File: src/rtl/timer_pkg.sv
// Shared types and constants for the M:SS countdown timer and its helpers.
package timer_pkg;

    typedef enum logic [1:0] {
        IDLE  = 2'd0,
        SET   = 2'd1,
        RUN   = 2'd2,
        PAUSE = 2'd3
    } state_t;

    typedef logic [3:0] bcd_t;

    localparam bcd_t BCD_ZERO = 4'd0;
    localparam bcd_t BCD_NINE = 4'd9;

endpackage

File: src/rtl/edge_detect.sv
// Single-register edge detector; RISING selects rising vs falling edge.
// The reset value sets the assumed idle level so no edge appears after reset.
module edge_detect #(
    parameter logic RST_VAL = 1'b0,
    parameter bit   RISING  = 1'b1
) (
    input  logic clk,
    input  logic rst,
    input  logic d,
    output logic evt
);

    logic q_reg;

    always_ff @(posedge clk) begin
        if (rst) begin
            q_reg <= RST_VAL;
        end else begin
            q_reg <= d;
        end
    end

    assign evt = RISING ? (~q_reg & d) : (q_reg & ~d);

endmodule

File: src/rtl/timer_mmss.sv
// M:SS countdown timer fed by the keypad encoder; keys shift digits in, 1 Hz ticks count down.
// Optional end-of-cook beep is built only when TIMER_BEEP_EN is defined.
module timer_mmss
    import timer_pkg::*;
#(
    parameter bcd_t SEC_TENS_WRAP = 4'd5,
    parameter bcd_t SEC_ONES_WRAP = BCD_NINE
`ifdef TIMER_BEEP_EN
    ,
    parameter int   BEEP_TICKS    = 3
`endif
) (
    input  logic       clk,
    input  logic       rst,
    input  logic [3:0] bcd_in,
    input  logic       loadn,
    input  logic       pgt_1hz,
    input  logic       enablen,
    input  logic       clear,
    output logic [3:0] mins,
    output logic [3:0] sec_tens,
    output logic [3:0] sec_ones,
    output logic       zero,
    output logic       done,
    output logic       beep
);

    logic   key_evt;
    logic   tick_evt;

    state_t state_reg, state_next;
    bcd_t   mins_reg, mins_next;
    bcd_t   sec_tens_reg, sec_tens_next;
    bcd_t   sec_ones_reg, sec_ones_next;
    logic   done_reg, done_next;
    bcd_t   mins_dec, sec_tens_dec, sec_ones_dec;

    edge_detect #(.RST_VAL(1'b1), .RISING(1'b0)) u_key_edge (
        .clk (clk),
        .rst (rst),
        .d   (loadn),
        .evt (key_evt)
    );

    edge_detect #(.RST_VAL(1'b0), .RISING(1'b1)) u_tick_edge (
        .clk (clk),
        .rst (rst),
        .d   (pgt_1hz),
        .evt (tick_evt)
    );

    assign zero = ((mins_reg | sec_tens_reg | sec_ones_reg) == BCD_ZERO);

    // One-second borrow chain; sec_tens above the wrap value simply counts down.
    always_comb begin
        mins_dec     = mins_reg;
        sec_tens_dec = sec_tens_reg;
        sec_ones_dec = sec_ones_reg;
        if (sec_ones_reg != BCD_ZERO) begin
            sec_ones_dec = sec_ones_reg - 4'd1;
        end else begin
            sec_ones_dec = SEC_ONES_WRAP;
            if (sec_tens_reg != BCD_ZERO) begin
                sec_tens_dec = sec_tens_reg - 4'd1;
            end else begin
                sec_tens_dec = SEC_TENS_WRAP;
                mins_dec     = mins_reg - 4'd1;
            end
        end
    end

    always_comb begin
        state_next    = state_reg;
        mins_next     = mins_reg;
        sec_tens_next = sec_tens_reg;
        sec_ones_next = sec_ones_reg;
        done_next     = 1'b0;

        if (clear) begin
            state_next    = IDLE;
            mins_next     = BCD_ZERO;
            sec_tens_next = BCD_ZERO;
            sec_ones_next = BCD_ZERO;
        end else begin
            case (state_reg)
                IDLE, SET, PAUSE: begin
                    if (enablen) begin
                        if (key_evt) begin
                            mins_next     = sec_tens_reg;
                            sec_tens_next = sec_ones_reg;
                            sec_ones_next = bcd_in;
                            if (state_reg != PAUSE) begin
                                state_next = SET;
                            end
                        end
                    end else if ((state_reg != IDLE) && !zero) begin
                        state_next = RUN;
                    end
                end
                RUN: begin
                    if (enablen) begin
                        state_next = PAUSE;
                    end else if (tick_evt) begin
                        if (zero) begin
                            state_next = IDLE;
                        end else begin
                            mins_next     = mins_dec;
                            sec_tens_next = sec_tens_dec;
                            sec_ones_next = sec_ones_dec;
                            if ((mins_dec | sec_tens_dec | sec_ones_dec) == BCD_ZERO) begin
                                done_next  = 1'b1;
                                state_next = IDLE;
                            end
                        end
                    end
                end
                default: state_next = IDLE;
            endcase
        end
    end

    always_ff @(posedge clk) begin
        if (rst) begin
            state_reg    <= IDLE;
            mins_reg     <= BCD_ZERO;
            sec_tens_reg <= BCD_ZERO;
            sec_ones_reg <= BCD_ZERO;
            done_reg     <= 1'b0;
        end else begin
            state_reg    <= state_next;
            mins_reg     <= mins_next;
            sec_tens_reg <= sec_tens_next;
            sec_ones_reg <= sec_ones_next;
            done_reg     <= done_next;
        end
    end

    assign mins     = mins_reg;
    assign sec_tens = sec_tens_reg;
    assign sec_ones = sec_ones_reg;
    assign done     = done_reg;

`ifdef TIMER_BEEP_EN
    localparam int BEEP_W = $clog2(BEEP_TICKS + 1);

    logic [BEEP_W-1:0] beep_cnt_reg;

    // Beep arms on the clk after done; the tick that produced done is not counted.
    always_ff @(posedge clk) begin
        if (rst || clear || key_evt) begin
            beep_cnt_reg <= '0;
        end else if (done_reg) begin
            beep_cnt_reg <= BEEP_W'(BEEP_TICKS);
        end else if ((beep_cnt_reg != '0) && tick_evt) begin
            beep_cnt_reg <= beep_cnt_reg - 1'b1;
        end
    end

    assign beep = (beep_cnt_reg != '0);
`else
    assign beep = 1'b0;
`endif

endmodule

File: config.mk
export PLATFORM = sky130hd
export DESIGN_NAME = timer_mmss
export DESIGN_NICKNAME = d
export VERILOG_FILES = /design/src/rtl/timer_pkg.sv /design/src/rtl/edge_detect.sv /design/src/rtl/timer_mmss.sv
export SDC_FILE = /design/constraint.sdc
export NUM_CORES = 1
export LEC_CHECK = 0
export CORE_MARGIN = 8
export CORE_UTILIZATION = 55
export CTS_CLUSTER_SIZE = 40
export DETAILED_ROUTE_END_ITERATION = 7
export DONT_BUFFER_PORTS = 1
export PLACE_DENSITY = 0.82
export RECOVER_POWER = 100
export SYNTH_ARGS = -nofsm -noshare
export SYNTH_HDL_FRONTEND = slang
export SYNTH_SLANG_ARGS = --single-unit
File: constraint.sdc
create_clock -name clk -period 2.62 [get_ports clk]
set_clock_uncertainty 0.05 [all_clocks]
set_input_delay 0.262 -clock clk [delete_from_list [all_inputs] [get_ports clk]]
set_output_delay 0.262 -clock clk [all_outputs]
set_load 0.01 [all_outputs]
==> impl_metrics.env <==
export IMPL_status="complete, no violations"
export IMPL_tns_ns=0
export IMPL_start_util_pct=57.7
export IMPL_post_drt_wl_per_cell_um=17.1
export IMPL_ys_seq_area_share_pct=30.7
export IMPL_overflow=0
export IMPL_fmaxAchievable_mhz=440
export IMPL_ant_nets=0
export IMPL_cp_required_ns=2.31
export IMPL_final_layout_size_suffix_gt1_share_pct=11.9
export IMPL_period_minus_slack_ns=2.27
export IMPL_synth_fp_nets=152
export IMPL_r2r_slack_ns=0.44
export IMPL_antenna_cells=0
export IMPL_fin_nets=149
export IMPL_ys_types=46
export IMPL_cts_buffer_depth=2
export IMPL_fp_coreArea_um2=1920
export IMPL_clkTransAtPathRegs_ns=0.11
export IMPL_hold_start="rst"
export IMPL_post_cts_repair_setup_buffers=0
export IMPL_rows=16
export IMPL_grt_usage_pct=16.9
export IMPL_yosysWarnings=0
export IMPL_max_slew_margin_pct=54.2
export IMPL_vias_per_cell=6.51
export IMPL_dieArea_um2=3710
export IMPL_rsz0062_at_grt="no"
export IMPL_syn_inst=139
export IMPL_cts_root_buffer="clkbuf_4"
export IMPL_critical_path_endpoint_type="output pin"
export IMPL_cap_violations=0
export IMPL_final_area_um2=1120
export IMPL_synth_avg_cell_area_um2=7.98
export IMPL_hold_ws_ns=0.0113
export IMPL_hold_viol=0
export IMPL_cts_tree="done"
export IMPL_grt_max_degree=19
export IMPL_timing_rr_end="state_reg[1]"
export IMPL_arrival_ns=1.96
export IMPL_min_path_type="input pin to flip-flop"
export IMPL_dp_hpwl_um=2040
export IMPL_dr_pass1_iters=4
export IMPL_synth_seq_cells=17
export IMPL_wirelength_um=2770
export IMPL_portBuffers=0
export IMPL_r2r_start="sec_ones[0]"
export IMPL_holdPathStages=1
export IMPL_min_period_over_period_pct=86.8
export IMPL_syn_area_um2=1110
export IMPL_htree_levels=1
export IMPL_synthArstFlopShare_pct=0
export IMPL_drcViolationCount=0
export IMPL_path_max_fanout=10
export IMPL_gp_congestion=0.888
export IMPL_tightest_slew_ns=0.683
export IMPL_hold_end="u_key_edge.q_reg"
export IMPL_power_mw=0.486
export IMPL_cts_sinks=17
export IMPL_antenna_found_initial=0
export IMPL_synth_edff_count=0
export IMPL_rr_worst_depth=5
export IMPL_grt_pass1_vias=1039
export IMPL_detail_route_iter0_violations=56
export IMPL_clock_latency_ns=0.30
export IMPL_io_pin_count=25
export IMPL_cts_buffers=3
export IMPL_vias=1054
export IMPL_place_area_um2=1090
export IMPL_finalMaxSlewViolations=0
export IMPL_setup_violations_final=0
export IMPL_cellPowerDensity_nw_per_um2=432
export IMPL_die_y_um=60.9
export IMPL_start_kind="flip-flop"
export IMPL_area_delta_synth_final_pct=1.47
export IMPL_crit_type="flip-flop to output pin"
export IMPL_max_vdd_ir_drop_v=0.000205
export IMPL_synth_flop_cell="dfxtp_1"
export IMPL_p_leak_nw=0.374
export IMPL_dieWidth_um=60.9
export IMPL_grt_pass1_wl_um=4770
==> how the worst max path moves through the flow <==
stage | from | endpoint | slack (ns) | cells past startpoint
finish | sec_ones[0] | zero | 0.35 | 2
global route | sec_ones[0] | zero | 0.28 | 2
CTS | sec_ones[0] | zero | 0.47 | 2
detailed placement | sec_ones[0] | state_reg[1] | 0.58 | 5
global placement | sec_ones[0] | state_reg[1] | 0.65 | 5
floorplan | state_reg[0] | sec_tens[0] | 0.50 | 8
==> where the power goes <==
| part | internal [mW] | switching, mW |
|---|---|---|
| combinational | 0.0256 | 0.0437 |
| clock | 0.0569 | 0.0895 |
| sequential | 0.263 | 0.00755 |
==> cells by family (layout without fill, tap and decap cells) <==
group | count (synthesis) | count (layout) | synth area share (%)
other cells | 1 | 1 | 0.338
mux | 2 | 2 | 1.81
buf+inv | 19 | 15 | 8.69
flops | 17 | 17 | 30.7
fa+ha+maj | 3 | 3 | 3.39
compound gates | 44 | 44 | 27.4
simple gates | 53 | 53 | 27.7
==> metrics by stage <==
step	worst slack [ns]	utilization, %	instances
detailed placement	0.584	56.8	157
finish	0.347	58.5	162
global placement	0.649	56.8	157
CTS	0.471	58.7	162
global route	0.276	58.5	162
floorplan	0.498	-	139
==> layout make-up <==
cell class                 count  area [µm²]
timing repair buffer           3        25.0
clock inverter                 1        5.00
sequential                    17         340
tap                           27        33.8
clock buffer                   3        22.5
fill                         173         797
multi-input combinational    103         668
inverter                       8        30.0
==> synth_stat cells, types with 2 or more instances <==
cell / n / area (µm²)
o21ai_0: 8 / 40.0
clkbuf_1: 5 / 18.8
or2_2: 3 / 18.8
a211oi_1: 2 / 15.0
inv_1: 8 / 30.0
or3_1: 4 / 25.0
ha_1: 3 / 37.5
nand3_1: 7 / 35.0
o311ai_0: 3 / 26.3
o2111ai_1: 2 / 17.5
dfxtp_1: 17 / 340
nand4_1: 2 / 12.5
a21oi_1: 11 / 55.1
and3_1: 2 / 12.5
nand2b_1: 2 / 12.5
nand2_1: 8 / 30.0
buf_6: 2 / 22.5
buf_4: 2 / 15.0
nor2_1: 11 / 41.3
mux2i_1: 2 / 20.0
o31ai_1: 4 / 30.0
nor3_1: 5 / 25.0
a31oi_1: 3 / 18.8
==> metal layers <==
metal,GRT usage (%),wire [µm]
met5,0,0
met2,27.0,1290
met4,7.64,53
met1,19.7,1120
met3,5.72,309
==> cells in the final DEF (no fill, tap or decap), types with 3 or more instances in the layout <==
cell,synthesis,final
dfxtp_1,17,17
nor2_1,11,11
a21oi_1,11,11
inv_1,8,8
nand2_1,8,8
o21ai_0,8,8
nand3_1,7,7
nor3_1,5,5
or3_1,4,4
o31ai_1,4,4
or2_2,3,3
a31oi_1,3,3
o311ai_0,3,3
ha_1,3,3
clkbuf_4,0,3
==> what timing repair did <==
action | in CTS | in global routing
endpoints found under the hold margin | 1 | 0
resized for setup | 0 | 0
hold buffers | 1 | 0
==> critical path, stage by stage, from the launching register on <==
cell	delay, ns
dfxtp_1	0.46
or4_1	0.74
nor4_4	0.46
(Power assumes the default switching activity.)
